`src/rtl/llc_input_arbiter_pkg.sv`:
```
// Shared types for the LLC input arbiter: FSM states, grant kinds and a wrap helper.
package llc_input_arbiter_pkg;

  typedef enum logic [1:0] {
    ST_IDLE,
    ST_DECODE,
    ST_SET,
    ST_STALL
  } arb_state_e;

  typedef enum logic [1:0] {
    GK_NONE,
    GK_CH,
    GK_SWEEP,
    GK_REPLAY
  } grant_kind_e;

  function automatic int wrap_inc(input int v, input int n);
    return (v + 1 >= n) ? 0 : v + 1;
  endfunction

endpackage

```
`src/rtl/llc_rr_picker.sv`:
```
// Combinational picker: first requesting channel at or after ptr_i (ptr_i=0 gives fixed priority).
module llc_rr_picker #(
  parameter int NUM_CH = 4,
  localparam int IDX_W = $clog2(NUM_CH)
) (
  input  logic [NUM_CH-1:0] req_i,
  input  logic [IDX_W-1:0]  ptr_i,
  output logic              valid_o,
  output logic [IDX_W-1:0]  idx_o
);

  int               cand;
  logic [IDX_W-1:0] candIdx;

  always_comb begin
    valid_o = 1'b0;
    idx_o   = '0;
    cand    = 0;
    candIdx = '0;
    for (int i = 0; i < NUM_CH; i++) begin
      cand    = (int'(ptr_i) + i) % NUM_CH;
      candIdx = IDX_W'(cand);
      if (!valid_o && req_i[candIdx]) begin
        valid_o = 1'b1;
        idx_o   = candIdx;
      end
    end
  end

endmodule

```
`src/rtl/llc_input_arbiter.sv`:
```
// LLC front-end arbiter: one grant per 4-cycle decode pass among channels, set sweep
// and stalled-request replay, with registered grant outputs.
module llc_input_arbiter
  import llc_input_arbiter_pkg::*;
#(
  parameter int NUM_CH      = 4,
  parameter int LINE_ADDR_W = 26,
  parameter int SET_BITS    = 9,
  parameter int ARB_MODE    = 0,
  parameter int STALL_CH    = 2,
  parameter int RSP_CH      = 1,
  localparam int IDX_W      = $clog2(NUM_CH),
  localparam int TAG_W      = LINE_ADDR_W - SET_BITS
) (
  input  logic                          clk,
  input  logic                          rst,
  input  logic                          decode_en,
  input  logic [NUM_CH-1:0]             ch_valid,
  input  logic [NUM_CH*LINE_ADDR_W-1:0] ch_addr,
  input  logic [NUM_CH-1:0]             ch_block,
  input  logic                          sweep_start,
  input  logic                          stall_capture,
  output logic [NUM_CH-1:0]             ch_ready,
  output logic                          grant_valid,
  output logic [IDX_W-1:0]              grant_ch,
  output logic                          grant_sweep,
  output logic                          grant_replay,
  output logic [TAG_W-1:0]              tag,
  output logic [SET_BITS-1:0]           set,
  output logic                          req_stall,
  output logic                          sweep_active,
  output logic                          sweep_done
);

  typedef struct packed {
    logic                valid;
    logic [TAG_W-1:0]    tag;
    logic [SET_BITS-1:0] set;
  } stall_buf_t;

  arb_state_e          state_q;
  grant_kind_e         kind_q, kind_d;
  logic [NUM_CH-1:0]   valid_q, block_q, elig;
  logic [NUM_CH-1:0]   ch_ready_q;
  logic                grant_valid_q, grant_sweep_q, grant_replay_q;
  logic [IDX_W-1:0]    grant_ch_q, ptr_q, pick_ptr, pick_idx;
  logic                pick_valid;
  logic [TAG_W-1:0]    tag_q, tag_d, last_tag_q;
  logic [SET_BITS-1:0] set_q, set_d, last_set_q, sweep_cnt_q;
  logic                req_stall_q, sweep_active_q, sweep_done_q;
  logic [LINE_ADDR_W-1:0] sel_addr;
  stall_buf_t          stall_buf_q;
  logic                rsp_match;

  // STALL_CH sits out while its request is parked; a sweep owns every pass.
  always_comb begin
    elig = valid_q & ~block_q;
    if (req_stall_q) elig[STALL_CH] = 1'b0;
    if (sweep_active_q) elig = '0;
  end

  assign pick_ptr = (ARB_MODE == 1) ? ptr_q : '0;

  llc_rr_picker #(.NUM_CH(NUM_CH)) u_picker (
    .req_i   (elig),
    .ptr_i   (pick_ptr),
    .valid_o (pick_valid),
    .idx_o   (pick_idx)
  );

  always_comb begin
    sel_addr = '0;
    for (int i = 0; i < NUM_CH; i++) begin
      if (pick_idx == IDX_W'(i)) sel_addr = ch_addr[i*LINE_ADDR_W +: LINE_ADDR_W];
    end
  end

  always_comb begin
    kind_d = GK_NONE;
    tag_d  = tag_q;
    set_d  = set_q;
    if (sweep_active_q) begin
      kind_d = GK_SWEEP;
      tag_d  = '0;
      set_d  = sweep_cnt_q;
    end else if (stall_buf_q.valid && !req_stall_q) begin
      kind_d = GK_REPLAY;
      tag_d  = stall_buf_q.tag;
      set_d  = stall_buf_q.set;
    end else if (pick_valid) begin
      kind_d = GK_CH;
      tag_d  = sel_addr[LINE_ADDR_W-1:SET_BITS];
      set_d  = sel_addr[SET_BITS-1:0];
    end
  end

  assign rsp_match = (kind_q == GK_CH) && (grant_ch_q == IDX_W'(RSP_CH)) &&
                     stall_buf_q.valid && (stall_buf_q.tag == tag_q) &&
                     (stall_buf_q.set == set_q);

  // Pass sequencer; capture is applied last so it overrides a same-cycle clear.
  always_ff @(posedge clk or negedge rst) begin
    if (!rst) begin
      state_q        <= ST_IDLE;
      kind_q         <= GK_NONE;
      valid_q        <= '0;
      block_q        <= '0;
      ch_ready_q     <= '0;
      grant_valid_q  <= 1'b0;
      grant_ch_q     <= '0;
      grant_sweep_q  <= 1'b0;
      grant_replay_q <= 1'b0;
      tag_q          <= '0;
      set_q          <= '0;
      last_tag_q     <= '0;
      last_set_q     <= '0;
      ptr_q          <= '0;
      sweep_cnt_q    <= '0;
      sweep_active_q <= 1'b0;
      sweep_done_q   <= 1'b0;
      req_stall_q    <= 1'b0;
      stall_buf_q    <= '0;
    end else begin
      valid_q       <= ch_valid;
      block_q       <= ch_block;
      ch_ready_q    <= '0;
      grant_valid_q <= 1'b0;
      sweep_done_q  <= 1'b0;
      case (state_q)
        ST_IDLE: begin
          if (decode_en) state_q <= ST_DECODE;
        end
        ST_DECODE: begin
          state_q <= ST_SET;
          kind_q  <= kind_d;
          if (kind_d != GK_NONE) begin
            grant_valid_q  <= 1'b1;
            tag_q          <= tag_d;
            set_q          <= set_d;
            grant_sweep_q  <= (kind_d == GK_SWEEP);
            grant_replay_q <= (kind_d == GK_REPLAY);
            if (kind_d == GK_CH) begin
              grant_ch_q           <= pick_idx;
              ch_ready_q[pick_idx] <= 1'b1;
            end
            if ((kind_d == GK_REPLAY) ||
                ((kind_d == GK_CH) && (pick_idx == IDX_W'(STALL_CH)))) begin
              last_tag_q <= tag_d;
              last_set_q <= set_d;
            end
          end
        end
        ST_SET: begin
          state_q <= ST_STALL;
          if ((kind_q == GK_SWEEP) && (&sweep_cnt_q)) sweep_done_q <= 1'b1;
        end
        ST_STALL: begin
          state_q <= ST_IDLE;
          if ((ARB_MODE == 1) && (kind_q == GK_CH))
            ptr_q <= IDX_W'(wrap_inc(int'(grant_ch_q), NUM_CH));
          if (kind_q == GK_SWEEP) begin
            sweep_cnt_q <= sweep_cnt_q + 1'b1;
            if (&sweep_cnt_q) sweep_active_q <= 1'b0;
          end
          if (kind_q == GK_REPLAY) stall_buf_q.valid <= 1'b0;
          if (rsp_match) req_stall_q <= 1'b0;
        end
        default: state_q <= ST_IDLE;
      endcase
      if (sweep_start && !sweep_active_q) begin
        sweep_cnt_q    <= '0;
        sweep_active_q <= 1'b1;
      end
      if (stall_capture) begin
        stall_buf_q <= '{valid: 1'b1, tag: last_tag_q, set: last_set_q};
        req_stall_q <= 1'b1;
      end
    end
  end

  assign ch_ready     = ch_ready_q;
  assign grant_valid  = grant_valid_q;
  assign grant_ch     = grant_ch_q;
  assign grant_sweep  = grant_sweep_q;
  assign grant_replay = grant_replay_q;
  assign tag          = tag_q;
  assign set          = set_q;
  assign req_stall    = req_stall_q;
  assign sweep_active = sweep_active_q;
  assign sweep_done   = sweep_done_q;

endmodule

```
`config.mk`:
```
export PLATFORM = sky130hd
export DESIGN_NAME = llc_input_arbiter
export DESIGN_NICKNAME = d
export VERILOG_FILES = /design/src/rtl/llc_input_arbiter_pkg.sv /design/src/rtl/llc_rr_picker.sv /design/src/rtl/llc_input_arbiter.sv
export SDC_FILE = /design/constraint.sdc
export NUM_CORES = 1
export LEC_CHECK = 0
export ABC_CLOCK_PERIOD_IN_PS = 3000
export BUFFER_PORTS_ARGS = -buffer_cell sky130_fd_sc_hd__buf_4
export CORE_UTILIZATION = 40
export DETAILED_ROUTE_END_ITERATION = 8
export SLEW_MARGIN = 40
export SYNTH_ARGS = -nofsm -noshare
export SYNTH_HDL_FRONTEND = slang
export SYNTH_SLANG_ARGS = --single-unit
```
`constraint.sdc`:
```
create_clock -name clk -period 3 [get_ports clk]
set_clock_uncertainty 0.05 [all_clocks]
set_input_delay 0.45 -clock clk [delete_from_list [all_inputs] [get_ports clk]]
set_output_delay 0.45 -clock clk [all_outputs]
set_load 0.03 [all_outputs]
```
==> flow_summary.json <==
{
  "setup-tns-final_ns": 0,
  "cts_tree": "done",
  "crit_required_ns": 3.26,
  "rows": 45,
  "crit_slowest_cell": "or4b_4",
  "n_antenna_cell": 0,
  "synth_top_cell_area_share_pct": 45.2,
  "drv_cap": 0,
  "placed_cells": 928,
  "holdBufCountCts": 0,
  "final_cell_mix": "183 x buf_4, 112 x dfrtp_1, 64 x nand2_1, 43 x mux2_2, 32 x o21ai_0",
  "reg2regPathDepth": 6,
  "grt_max_degree": 77,
  "synthFlopType": "dfrtp_1",
  "syn_to_final_growth_pct": 28.7,
  "vias": 5522,
  "viasPerCell": 5.85,
  "start_util_pct": 40.9,
  "final_util_pct": 52.7,
  "dp_worst_setup_slack_ns": 0.582,
  "fp.dieH_um": 126,
  "max_stage_delay_ns": 0.72,
  "pin_count": 155,
  "cp_top_family": "simple AND/OR/NAND/NOR gates",
  "leakagePower_nw": 3.56,
  "yosysSeqAreaShare_pct": 45.2,
  "fmax_ghz": 0.406,
  "routed_wl_um": 19500,
  "route.detailed.drc": 0,
  "core_mm2": 0.0151,
  "finalSetupViolations": 0,
  "ys_types": 60,
  "root_buffer": "clkbuf_16",
  "gp_congestion": 0.824,
  "layoutNonFillerInstCount": 944,
  "post-cts-setup-buffers": 0,
  "grt_antenna_before_repair": 0,
  "path_max_fanout": 18,
  "whs_ns": -0.00760,
  "die_w_um": 126,
  "synth-seq-cells": 112,
  "wl_per_cell_um": 20.7,
  "final_max_slew_viol_count": 0,
  "setup_ws_ns": 0.537,
  "crit_path_start_kind": "flip-flop",
  "fin_crit_sh_pct": 82.1,
  "synthTopCellsByArea": "dfrtp_1 45%, mux2_2 7.8%, nand2_1 3.9%",
  "peakVddDrop_mv": 0.306,
  "synth_edf_count": 0,
  "status": "finished, violations left",
  "drt_pass1_iterations": 5,
  "crit_path_end_kind": "flip-flop",
  "postSynth.asyncResetShare_pct": 100,
  "grt_pass1_wl_um": 30600,
  "grt_use_total_pct": 25.3,
  "violations": "hold timing",
  "synth_cells": 598,
  "postRouteAntennaNets": 0,
  "pwr_density_cell_mw_per_mm2": 650,
  "finish.net_count": 875,
  "finalCriticalPeriod_ns": 2.46,
  "cts_resized": 0,
  "netlist_area_mm2": 0.00620,
  "clock_path_buffers": 2,
  "crit_type": "reg -> reg",
  "drive_above_1_share_pct": 36.2,
  "portBuffers": 154,
  "htree_levels": 3,
  "fillers": 1350,
  "grt_pass1_vias": 5560,
  "syn_avg_cell_area_um2": 10.4,
  "die_area_mm2": 0.0160,
  "grt_overflow": 0,
  "rsz0062_at_grt": "false",
  "synth_fp_nets": 722,
  "slew_headroom_pct": 59.1,
  "cts_buffers": 9,
  "synth_area_leader_cell": "dfrtp_1",
  "crit_chain": "or4b_4 > nor3_4 > buf_4 > a221oi_1 > o22ai_1 > mux2_2",
  "hold_viol_final": 7,
  "min_path_type": "in -> async",
  "crit_cells": 6,
  "hpwl_um": 13900,
  "clock-sinks": 112,
  "register_area_mm2": 0.00280,
  "clk_latency_ns": 0.36,
  "multi_input_area_mm2": 0.00321,
  "worst_slew_pin_slew_ns": 0.612,
  "final_common_cell": "buf_4",
  "yosysWarnings": 0,
  "arrival_ns": 2.72,
  "path_clk_slew_ns": 0.08,
  "critPathBufInv": 1,
  "drtIter0Drc": 330
}
-- worst register-to-register path: stages (launching register included) --
cell      delay (ns)
dfrtp_1         0.54
or4b_4          0.72
nor3_4          0.20
buf_4           0.33
a221oi_1        0.11
o22ai_1         0.27
mux2_2          0.19
-- power breakdown --
group / switching (W) / total (W) / leakage [nW] / internal [W]
Combinational: 0.00108 / 0.00189 / 2.01 / 0.000810
Clock: 0.000575 / 0.00125 / 0.145 / 0.000674
Sequential: 0.000285 / 0.00205 / 1.40 / 0.00176
Total: 0.00194 / 0.00518 / 3.56 / 0.00324
-- sequential cells by signal (all words and copies together), names as in the netlist, 2 cells and up --
register,count
block_q,4
ch_ready,4
grant_ch,2
kind_q,2
last_set_q,9
last_tag_q,17
set,9
stall_buf_q,27
state_q,2
sweep_cnt_q,9
tag,17
valid_q,4
-- synth_stat cells, drive strengths merged (13+ instances only) --
library cell / number
dfrtp: 112
nand2: 64
mux2: 43
o21ai: 34
clkbuf: 31
a21oi: 30
a221oi: 22
nand2b: 21
o22ai: 21
a21o: 20
nor2: 20
xnor2: 17
o22a: 16
xor2: 14
a31oi: 13
-- path summary, 6_finish.rpt --
path                                              to  slack [ns]                      start
setup / recovery           last_tag_q[3]$_DFFE_PN0P_        0.54   sweep_active$_DFFE_PN0P_
hold / removal                    set[0]$_DFFE_PN0P_      -0.008                        rst
setup reg to reg           last_tag_q[3]$_DFFE_PN0P_        0.54   sweep_active$_DFFE_PN0P_
hold reg to reg            last_set_q[4]$_DFFE_PN0P_        0.44  last_set_q[4]$_DFFE_PN0P_
max in group asynchronous  last_tag_q[7]$_DFFE_PN0P_        2.12                        rst
min in group clk                valid_q[1]$_DFF_PN0_        0.15                ch_valid[1]
-- area by class of cell --
| type | count | area share (%) |
|---|---|---|
| multi-input cells | 435 | 40.2 |
| flip-flops and latches | 112 | 35.1 |
| repair buffers | 184 | 17.5 |
| clock buffers | 10 | 3.00 |
| well taps | 188 | 2.95 |
| clock inverters | 6 | 0.847 |
| inverters | 9 | 0.423 |
-- metal layers --
layer  up-vias  wire length [um]  global-route usage (%)
li1       2527                 -                       -
met5         -                 0                       0
met2       234              9230                    41.6
met4         0               412                    9.43
met3        33              1410                    4.39
met1      2728              8490                    33.3
-- cell families after synthesis --
kind of cell | share of synthesized area (%)
compound gates | 22.9
xor+xnor | 4.38
simple gates | 13.8
flops | 45.2
buf+inv | 3.67
mux | 8.62
fa+ha+maj | 1.41
-- stage by stage --
stage | total power, W | hold WS, ns | instance area [um2]
finish | 0.00518 | -0.00760 | 7980
global route | 0.00545 | 0.0343 | 7980
CTS | 0.00520 | 0.0105 | 7980
detailed placement | 0.00396 | 0.400 | 7670
global placement | 0.00392 | 0.394 | 7660
floorplan | 0.00315 | 0.104 | 6200
No activity file was read; power rests on OpenSTA's default activity.
